[config.mk]
export PLATFORM = sky130hd
export DESIGN_NAME = sid_mixer_pwm
export DESIGN_NICKNAME = d
export VERILOG_FILES = /design/src/rtl/sid_mixer_pwm.sv
export SDC_FILE = /design/constraint.sdc
export NUM_CORES = 1
export LEC_CHECK = 0
export CAP_MARGIN = 20
export CORE_ASPECT_RATIO = 1.4
export CORE_MARGIN = 4
export CORE_UTILIZATION = 55
export DETAILED_ROUTE_END_ITERATION = 16
export PLACE_DENSITY = 0.89
export RECOVER_POWER = 50
export SKIP_LAST_GASP = 1
export SYNTH_ARGS = -nofsm -noshare
export SYNTH_HDL_FRONTEND = slang
export SYNTH_SLANG_ARGS = --single-unit
[constraint.sdc]
create_clock -name clk -period 9.2 [get_ports clk]
set_input_delay 1.84 -clock clk [delete_from_list [all_inputs] [get_ports clk]]
set_output_delay 1.84 -clock clk [all_outputs]
set_load 0.01 [all_outputs]
[src/rtl/sid_mixer_pwm.sv]
// Three-voice mixer with master volume and a gain stage, driving a 256-clock PWM DAC.
// Duty is latched once per period, so level changes never glitch a period in progress.
module sid_mixer_pwm #(
  parameter int unsigned ENABLE_SAT = 1
) (
  input  logic       clk,
  input  logic       rst_n,
  input  logic [7:0] voice0,
  input  logic [7:0] voice1,
  input  logic [7:0] voice2,
  input  logic [2:0] voice_mute,
  input  logic [3:0] volume,
  output logic [7:0] level,
  output logic [7:0] duty,
  output logic       sample_stb,
  output logic       pwm_out
);

  logic [7:0]  w_v0, w_v1, w_v2;
  logic [9:0]  w_sum;
  logic [13:0] w_prod;
  logic [7:0]  w_gain;

  logic [9:0]  r_sum;
  logic [3:0]  r_vol;
  logic [7:0]  r_level;
  logic [7:0]  r_duty;
  logic [7:0]  r_cnt;
  logic        r_stb;
  logic        r_pwm;

  always_comb begin
    w_v0  = voice_mute[0] ? 8'd0 : voice0;
    w_v1  = voice_mute[1] ? 8'd0 : voice1;
    w_v2  = voice_mute[2] ? 8'd0 : voice2;
    w_sum = {2'b00, w_v0} + {2'b00, w_v1} + {2'b00, w_v2};
  end

  // Volume is registered alongside the sum so it shares the 2-clock input-to-level latency.
  assign w_prod = {4'd0, r_sum} * {10'd0, r_vol};

  always_comb begin
    w_gain = w_prod[13:6];
    if (ENABLE_SAT != 0) begin
      w_gain = (w_prod[13:12] != 2'b00) ? 8'hFF : w_prod[11:4];
    end
  end

  always_ff @(posedge clk) begin
    if (!rst_n) begin
      r_sum   <= '0;
      r_vol   <= '0;
      r_level <= '0;
      r_duty  <= '0;
      r_cnt   <= '0;
      r_stb   <= 1'b0;
      r_pwm   <= 1'b0;
    end else begin
      r_sum   <= w_sum;
      r_vol   <= volume;
      r_level <= w_gain;
      r_cnt   <= r_cnt + 8'd1;
      // Strobe is registered from cnt==255 so it is low right after reset while cnt is 0.
      r_stb   <= (r_cnt == 8'hFF);
      if (r_cnt == 8'hFF) begin
        r_duty <= r_level;
      end
      r_pwm   <= (r_cnt < r_duty);
    end
  end

  assign level      = r_level;
  assign duty       = r_duty;
  assign sample_stb = r_stb;
  assign pwm_out    = r_pwm;

endmodule

# Yosys cells after proc, flatten, opt, wreduce, memory -nomap -nowiden

Cells that the tools add are included.

Flip-flop bits (word level): 40
Word-level logic and storage cells: 18

Magnitude comparators: 1
Multipliers: 1
Equality and inequality tests: 1
Reduce and logical (&&, ||, !) cells: 1
Mux-type cells: 4
Add/sub/neg operators: 3

Operators by type and width:

| kind                                                          | number |
|---|---|
| 8-bit two-way mux                                             | 4 |
| 10-bit by 4-bit multiplier with 14-bit output                 | 1 |
| 9-bit by 8-bit adder with 10-bit output                       | 1 |
| 8-bit by 8-bit adder with 9-bit output                        | 1 |
| 8-bit by 1-bit adder with 8-bit output, second input constant | 1 |
| 8-bit == test, second input constant                          | 1 |
| 8-bit < comparator                                            | 1 |
| 2-bit nonzero test                                            | 1 |

# Logic depth before layout (Yosys ltp)

Gate-level depths: netlist (run 1).

Depth after elaboration: 3
Mapped depth: 13
Mapped depth without buffers: 13

# Worst setup path after synthesis (run 1)

Ideal clock, no wire load.

Path kind: input -> register
From: input voice_mute[0]
To: register r_sum[8]
Arrival: 3.877 ns
Path slack: 5.196 ns
Stages: 10
Required time: 9.072 ns
Path buffers: 0
Cells stage by stage: nand2b_1 fa_1 inv_1 ha_1 a21o_1 a21oi_1 o21ai_0 o41ai_1 xor2_1 nor2_1

Word-level cells in the longest chain between the ends: 3

Ends and longest elaborated chain:

| item                                    | line | text |
|---|---|---|
| from (decl)                             | 11   | `input logic [2:0] voice_mute,` |
| 8-bit two-way mux                       | 33   | `w_v0 = voice_mute[0] ? 8'd0 : voice0;` |
| 8-bit by 8-bit adder with 9-bit output  | 36   | `w_sum = {2'b00, w_v0} + {2'b00, w_v1} + {2'b00, w_v2};` |
| 9-bit by 8-bit adder with 10-bit output | 36   |  |
| to (signal assigned)                    | 59   | `r_sum <= w_sum;` |
| to (decl)                               | 24   | `logic [9:0] r_sum;` |

No other way between the ends.
A chain may end at the register's enable or synchronous reset.

# Worst setup path in the final report (run 1)

From: input voice_mute[1]
To: register r_sum[9]

Word-level cells in the longest chain between the ends: 3

Ends and longest elaborated chain:

| item                                    | line | text |
|---|---|---|
| 8-bit two-way mux                       | 34   | `w_v1 = voice_mute[1] ? 8'd0 : voice1;` |
| 8-bit by 8-bit adder with 9-bit output  | 36   |  |
| 9-bit by 8-bit adder with 10-bit output | 36   |  |

No other way between the ends.

==> results of run 1 <==
[kinds of logic (layout without fill, tap and decap cells)]
group / after synthesis / after routing / share of synthesized area [%]
fa+ha+maj: 55 / 55 / 28.1
buf+inv: 47 / 101 / 5.75
mux: 8 / 8 / 2.59
flops: 40 / 40 / 25.9
simple gates: 127 / 127 / 22.3
compound gates: 46 / 46 / 11.1
xor+xnor: 15 / 15 / 4.25
[worst paths after layout]
path                                  to  slack, ps  depth (start not counted)
worst min-delay path            r_cnt[0]        470                          1
worst min register to register  r_cnt[0]        470                          1
worst max register to register  level[6]       5280                         12
worst max-delay path            r_sum[9]       4590                         13
[synthesized netlist by cell type (all sizes together), types with 9 or more instances]
cell type   n  share of area [%]
fa         24                 16
dfxtp      40                 26
nand2      15                1.8
o21a       11                2.7
nor3        9                1.6
inv        42                5.1
o21ai       9                1.5
and2       36                7.3
xor2       10                2.8
ha         31                 13
nand2b     21                4.3
nor2       27                3.4
[power breakdown]
group	switching, mW	internal [mW]	leakage, nW	total, mW
clock	0.0630	0.0528	0.0479	0.116
sequential	0.0113	0.186	0.327	0.197
combinational	0.0548	0.0593	1.41	0.114
[worst reg2reg max path, stage by stage (launching register included)]
cell and delay [ps]:
dfxtp_1 390, and2_0 190, fa_1 540, inv_1 60, fa_1 520, inv_1 40
ha_1 340, nand4_1 150, a2bb2oi_1 320, a21oi_1 230, o2111a_2 290, a21oi_1 560
o21a_1 230
[final cells by class]
cell class                 count  area, um^2  share of cell area, %
multi-input combinational    251        2090                   56.1
sequential                    40         801                   21.5
timing repair buffer          50         500                   13.4
inverter                      43         161                   4.33
tap                           68        85.1                   2.28
clock buffer                   5        68.8                   1.85
clock inverter                 3        18.8                  0.504
[registers in the layout, indices dropped and copies added (netlist names)]
name        flops
duty            8
level           8
pwm_out         1
r_cnt           8
r_sum          10
r_vol           4
sample_stb      1
[routing by layer]
metal | track usage (%) | share of wire [%] | up-vias
li1 | - | - | 1206
met1 | 17.1 | 35 | 1170
met5 | 0 | 0 | -
met2 | 35.8 | 57 | 70
met3 | 3.12 | 5.1 | 20
met4 | 9.99 | 3.6 | 0
[stage by stage]
stage	power [mW]	hold WS, ps	util [%]	area (um^2)
after floorplan	0.276	425	-	3090
after global placement	0.311	435	66.7	3660
after detailed placement	0.318	446	66.7	3660
after CTS	0.431	465	68.3	3750
after global routing	0.452	507	67.9	3730
final	0.427	465	67.9	3730
==> results.yml, run 1 <==
global_route:
  grt_pass1_wl_um: 10300
  overflow: 0
  antenna_found_initial: 0
  grt_max_degree: 27
  grt_usage_pct: 18.3
  grt_pass1_vias: 2593
setup_path:
  crit_type: "input pin to flip-flop"
  cp_max_fo: 8
  end_kind: "flip-flop"
  crit_arrival_ps: 4850
  crit_path_max_incr_delay_ps: 630
  worstPathRequired_ps: 9440
  worstPathCellList: "dlygate4sd3_1 > nand2b_1 > fa_1 > inv_1 > ha_1 > inv_1 > fa_1 > nor2b_1 > o21ai_0 > a21boi_0 > o21a_1 > o21a_1 > o211a_1"
  timing.critical_path.slowest_stage_cell: "dlygate4sd3_1"
  critPathLaunchType: "input pin"
  worst-path-buf-inv: 3
  critPathTopFamily: "adder cells"
  startpoint: "voice_mute[1]"
  reg2reg_from: "r_vol[3]"
sta:
  maxSlewViolCount: 0
  tightestPinTransition_ps: 718
  skew_ps: 10.9
  setup_tns_ps: 0
  fmaxAchievable_ghz: 0.217
  period_needed_ps: 4610
  finalCritPeriodShare_pct: 50.1
  hold_violations: 0
  setup_viol: 0
  grt_setup_unrepaired: "no"
  fin_ws_ps: 4590
  slew_headroom_pct: 51.8
clock_network:
  cts_resized: 0
  cts.sinks: 40
  clock_latency_ps: 300
  cts_hold_buf: 0
  root_buffer: "clkbuf_8"
  cts_setup_buffers: 0
  cts_max_path_buffers: 2
  h-tree-depth: 2
  numCtsBuffers: 5
  cts_tree: "built"
  clk_pin_slew_worst_paths_ps: 80
floorplanning:
  io_pins: 51
  die_area_um2: 6900
  die_w_um: 71.4
  start_util_pct: 56.3
  core_um2: 5490
  rows: 32
  die_h_um: 96.7
final_layout:
  synthToLayoutAreaGrowth_pct: 20.6
  layoutNonFillerInstCount: 460
  drive_gt1_share_pct: 3.32
  final_common_cell: "inv_1"
  fillers: 434
  mostFrequentLayoutCells: "inv_1, dfxtp_1, and2_1, ha_1, clkdlybuf4s50_1"
  layout.nets: 479
  n_antenna_cell: 0
power:
  vdd_drop_max_mv: 0.0628
  p_leak_nw: 1.79
  pwr_density_cell_nw_per_um2: 115
route:
  drc_errors: 0
  vias: 2466
  ant_nets: 0
  wl_um: 5880
  viasPerCell: 5.36
  drt_iter0_markers: 88
  wl_per_cell_um: 12.8
  drt_first_pass_iters: 4
synth:
  avgSynthCellArea_um2: 9.14
  ys_ff_latch: 40
  async_flop_share_pct: 0
  ys_warn_count: 0
  syn-num-nets: 426
  syn_area_um2: 3090
  synth_edf_count: 0
  synth_cells: 338
  ys_seq_area_share_pct: 25.9
  ys_types: 42
  synth_flop_cell: "dfxtp_1"
hold_path:
  worstHoldStart: "r_cnt[0]"
  min_path_type: "flip-flop to flip-flop"
run_status:
  status: "completed"
place:
  dp_slack_ps: 4350
  dp_hpwl_um: 4920
  placed_cells: 452
  place_congestion: 0.849
  io_buffers: 50
flow_run:
  cap_violations: 0
No activity file was read; power rests on OpenSTA's default activity.
==> inputs of run 2 (changes only) <==
--- a/config.mk
+++ b/config.mk
@@ -8,9 +8,9 @@
 export CAP_MARGIN = 20
 export CORE_ASPECT_RATIO = 1.4
 export CORE_MARGIN = 4
-export CORE_UTILIZATION = 55
+export CORE_UTILIZATION = 49
 export DETAILED_ROUTE_END_ITERATION = 16
-export PLACE_DENSITY = 0.89
+export PLACE_DENSITY = 0.84
 export RECOVER_POWER = 50
 export SKIP_LAST_GASP = 1
 export SYNTH_ARGS = -nofsm -noshare
==> constraint.sdc (replaced) <==
create_clock -name clk -period 4.2 [get_ports clk]
set_input_delay 0.84 -clock clk [delete_from_list [all_inputs] [get_ports clk]]
set_output_delay 0.84 -clock clk [all_outputs]
set_load 0.01 [all_outputs]
==> run 2 against run 1 <==
  * Via count down 1.4%
  * Clock skew down 3.3 ps
  * Global-route usage decreased by 2.2 points
  * Combinational power rose by 120%
  * Core utilization decreased by 6.6 points
  * Sequential power is 120% higher
==> results.yml, run 2 (synthesis results as in run 1) <==
final_layout:
  stdcell_area_um2: 3780
  layoutNonFillerInstCount: 466
  final_common_cell: "inv_1"
  regMostFlops: "r_sum"
  mostFrequentLayoutCells: "inv_1, dfxtp_1, clkdlybuf4s50_1"
  fillers: 521
  drive_gt1_share_pct: 3.81
  largest_register_ffs: 10
  n_antenna_cell: 0
  layout.nets: 481
  final_util_pct: 61.4
  synthToLayoutAreaGrowth_pct: 22.5
power:
  p_clk_share_pct: 32.0
  p_seq_share_pct: 43.0
  pwr_density_cell_nw_per_um2: 265
  p_comb_share_pct: 25.0
  total_power_mw: 1.00
  swShare_pct: 28.4
  p_leak_nw: 1.77
  vdd_drop_max_mv: 0.216
  power.internal_mw: 0.718
  p_switching_mw: 0.285
clock_network:
  h-tree-depth: 2
  cts_resized: 0
  clk_pin_slew_worst_paths_ps: 80
  numCtsBuffers: 5
  cts_hold_buf: 0
  cts_tree: "built"
  cts_setup_buffers: 0
  clock_latency_ps: 300
  cts_max_path_buffers: 2
  cts.sinks: 40
  root_buffer: "clkbuf_8"
sta:
  fin_ws_ps: 699
  slew_headroom_pct: 39.6
  grt_setup_unrepaired: "no"
  skew_ps: 7.67
  finalCritPeriodShare_pct: 83.4
  whs_ps: 462
  hold_violations: 0
  tightestPinTransition_ps: 902
  maxSlewViolCount: 0
  setup_tns_ps: 0
  fmaxAchievable_ghz: 0.286
  setup_viol: 0
  period_needed_ps: 3500
setup_path:
  cp_max_fo: 8
  worstPathRequired_ps: 4440
  crit_type: "input pin to flip-flop"
  end_kind: "flip-flop"
  critPathLaunchType: "input pin"
  crit_arrival_ps: 3740
floorplanning:
  die_area_um2: 7660
  io_pins: 51
  start_util_pct: 50.1
  rows: 34
  core_um2: 6170
  die_h_um: 102
  die_w_um: 75.1
global_route:
  grt_use_met2_pct: 34.1
  grt_use_met3_pct: 2.85
  grt_pass1_vias: 2507
  use_met1_pct: 14.4
  grt_pass1_wl_um: 9880
  overflow: 0
  antenna_found_initial: 0
  top_usage_layer: "met2"
  grt_max_degree: 17
  grt_usage_pct: 16.2
flow_run:
  cap_violations: 0
route:
  viasPerCell: 5.22
  vias: 2431
  drc_errors: 0
  drt_first_pass_iters: 4
  wl_um: 5740
  drt_iter0_markers: 43
  wl_per_cell_um: 12.3
  ant_nets: 0
place:
  dp_hpwl_um: 4910
  placed_cells: 458
  io_buffers: 50
  place_congestion: 0.814
  placed_area_um2: 3680
  dp_slack_ps: 425
run_status:
  status: "completed"
hold_path:
  min_path_type: "flip-flop to flip-flop"
[run 2: changes by cell type in the layout (fill, tap and decap cells not counted), moves of 2 or more]
cell,before,now
clkbuf_1,0,2
and2_1,31,35
clkinv_2,2,0
a21oi_1,6,4
dlygate4sd3_1,20,10
clkdlybuf4s50_1,30,40
and2_0,5,1
[run 2: power groups by stage]
stage	logic, mW	registers, mW	clock network (mW)
floorplan	0.168	0.436	0
global placement	0.244	0.439	0
detailed placement	0.255	0.441	0
CTS	0.258	0.432	0.326
global route	0.287	0.436	0.337
finish	0.250	0.431	0.321
[run 2: routing by layer]
metal,up-vias,wire [um]
met5,-,0
met4,0,123
met3,13,273
met2,59,3250
met1,1144,2100
li1,1215,-
[run 2: final cells by class]
class | count | area, um^2 | area share, %
sequential | 40 | 801 | 21.2
inverter | 43 | 161 | 4.26
multi-input combinational | 251 | 2110 | 55.7
clock buffer | 5 | 68.8 | 1.82
clock inverter | 3 | 46.3 | 1.22
tap | 72 | 90.1 | 2.38
timing repair buffer | 52 | 508 | 13.4
[run 2: critical path, stage by stage]
cell and delay [ps]:
dlygate4sd3_1 640, nand2b_1 200, fa_1 440, inv_1 60, ha_1 160, inv_1 50, fa_1 370, nor2b_1 150
o21ai_0 110, a21boi_0 250, o21a_1 180, o21a_1 130, o211a_1 140
[run 2: worst paths after layout]
check / from / endpoint / slack (ps) / cells past startpoint
worst max-delay path: voice_mute[1] / r_sum[9] / 700 / 13
worst min-delay path: r_cnt[0] / r_cnt[0] / 460 / 1
worst max register to register: r_vol[3] / level[6] / 860 / 12
worst min register to register: r_cnt[0] / r_cnt[0] / 460 / 1
==> inputs of run 3 (changes only) <==
--- a/config.mk
+++ b/config.mk
@@ -8,9 +8,9 @@
 export CAP_MARGIN = 20
 export CORE_ASPECT_RATIO = 1.4
 export CORE_MARGIN = 4
-export CORE_UTILIZATION = 49
+export CORE_UTILIZATION = 54
 export DETAILED_ROUTE_END_ITERATION = 16
-export PLACE_DENSITY = 0.84
+export PLACE_DENSITY = 0.88
 export RECOVER_POWER = 50
 export SKIP_LAST_GASP = 1
 export SYNTH_ARGS = -nofsm -noshare
==> constraint.sdc (replaced) <==
create_clock -name clk -period 3.6 [get_ports clk]
set_input_delay 0.72 -clock clk [delete_from_list [all_inputs] [get_ports clk]]
set_output_delay 0.72 -clock clk [all_outputs]
set_load 0.01 [all_outputs]
==> run 3 against run 2 <==
  * Flip-flop and latch count is the same
  * Routed wire length up 1.3%
  * Combinational power is 19% higher
  * Critical endpoint is now level[4]
  * Register-to-register slack got worse by 600 ps
  * Via count decreased by 0.16%
  * Critical path depth down 1
  * Die area down 8.4%
  * Global-route usage is 1.8 points higher
  * Sequential share of layout area fell by 0.097 points
  * Sequential power rose by 17%
  * Clock skew increased by 4.5 ps
  * Worst hold slack improved by 6.6 ps
==> results.yml, run 3 (synthesis results as in run 1) <==
floorplanning:
  core_um2: 5530
  io_pins: 51
  die_w_um: 71.9
  rows: 32
  start_util_pct: 55.9
  die_h_um: 97.5
  die_area_um2: 7010
place:
  io_buffers: 50
  place_congestion: 0.837
  placed_area_um2: 3700
  dp_hpwl_um: 4950
route:
  drt_iter0_markers: 34
  drc_errors: 0
  drt_first_pass_iters: 4
  vias: 2427
  viasPerCell: 5.22
  ant_nets: 0
  wl_per_cell_um: 12.5
  wl_um: 5820
final_layout:
  synthToLayoutAreaGrowth_pct: 23.0
  stdcell_area_um2: 3800
  n_antenna_cell: 0
  drive_gt1_share_pct: 4.53
  mostFrequentLayoutCells: "inv_1, clkdlybuf4s50_1, dfxtp_1"
  layout.nets: 484
  regMostFlops: "r_sum"
  largest_register_ffs: 10
clock_network:
  clk_pin_slew_worst_paths_ps: 90
  root_buffer: "clkbuf_8"
  cts_hold_buf: 0
  h-tree-depth: 2
  cts_resized: 0
  cts_setup_buffers: 0
  numCtsBuffers: 5
  cts.sinks: 40
  cts_max_path_buffers: 2
  cts_tree: "built"
  clock_latency_ps: 310
run_status:
  status: "completed"
setup_path:
  crit_arrival_ps: 3580
  cp_max_fo: 10
  critPathLaunchType: "flip-flop"
  worstPathRequired_ps: 3840
  end_kind: "flip-flop"
  crit_type: "flip-flop to flip-flop"
sta:
  finalCritPeriodShare_pct: 92.8
  grt_setup_unrepaired: "no"
  skew_ps: 12.2
  fmaxAchievable_ghz: 0.299
  period_needed_ps: 3340
  tightestPinTransition_ps: 870
  slew_headroom_pct: 41.8
  hold_violations: 0
  maxSlewViolCount: 0
  setup_viol: 0
  setup_tns_ps: 0
power:
  total_power_mw: 1.18
  power.internal_mw: 0.840
  vdd_drop_max_mv: 0.153
  p_clk_share_pct: 32.3
  swShare_pct: 28.9
  p_comb_share_pct: 25.2
  p_switching_mw: 0.341
  pwr_density_cell_nw_per_um2: 311
  p_leak_nw: 1.78
  p_seq_share_pct: 42.6
global_route:
  grt_max_degree: 17
  grt_pass1_vias: 2614
  antenna_found_initial: 0
  grt_usage_pct: 18.0
  grt_pass1_wl_um: 10400
  overflow: 0
hold_path:
  min_path_type: "flip-flop to flip-flop"
flow_run:
  cap_violations: 0
-- run 3: power groups by stage --
stage	Sequential (mW)	Combinational, mW	Clock, mW
6_report	0.503	0.297	0.381
5_1_grt	0.508	0.339	0.405
4_1_cts	0.504	0.306	0.386
3_5_place_dp	0.513	0.304	0
3_3_place_gp	0.512	0.288	0
2_1_floorplan	0.509	0.196	0
-- run 3: metal layers --
metal / global-route usage (%) / part of all wire (%) / wire length (um)
met3: 3.31 / 4.6 / 269
met4: 8.39 / 2.2 / 127
met2: 36.2 / 58 / 3360
met5: 0 / 0 / 0
met1: 16.3 / 35 / 2060
-- run 3: worst paths after layout --
check | startpoint | endpoint | slack (ps) | cells after the start
min reg2reg | r_cnt[0] | r_cnt[0] | 470 | 1
max | r_vol[3] | level[4] | 260 | 12
min | r_cnt[0] | r_cnt[0] | 470 | 1
max reg2reg | r_vol[3] | level[4] | 260 | 12
-- run 3: worst max-delay path, cell delays in order (launching register included) --
cell	delay [ps]
dfxtp_1	390
and2_1	190
fa_1	530
inv_1	60
fa_1	520
inv_1	40
ha_1	340
nand4_1	150
a2bb2oi_2	220
a21oi_2	130
o2111a_2	290
a21oi_4	240
o21a_1	170
-- run 3: metrics by stage --
step | hold slack (ps) | setup slack [ps] | util, % | cells
after floorplan | 425 | 563 | - | 338
after global placement | 438 | 95.3 | 66.9 | 457
after detailed placement | 455 | -32.4 | 66.9 | 457
after CTS | 475 | 238 | 69.0 | 465
after global routing | 505 | 36.7 | 68.8 | 465
final | 468 | 261 | 68.8 | 465
-- run 3: final cells by class --
class | instances | area [um^2]
Clock buffer | 5 | 68.8
Clock inverter | 3 | 46.3
Fill cell | 458 | 1720
Inverter | 43 | 161
Multi-Input combinational cell | 251 | 2110
Sequential cell | 40 | 801
Tap cell | 68 | 85.1
Timing Repair Buffer | 55 | 531
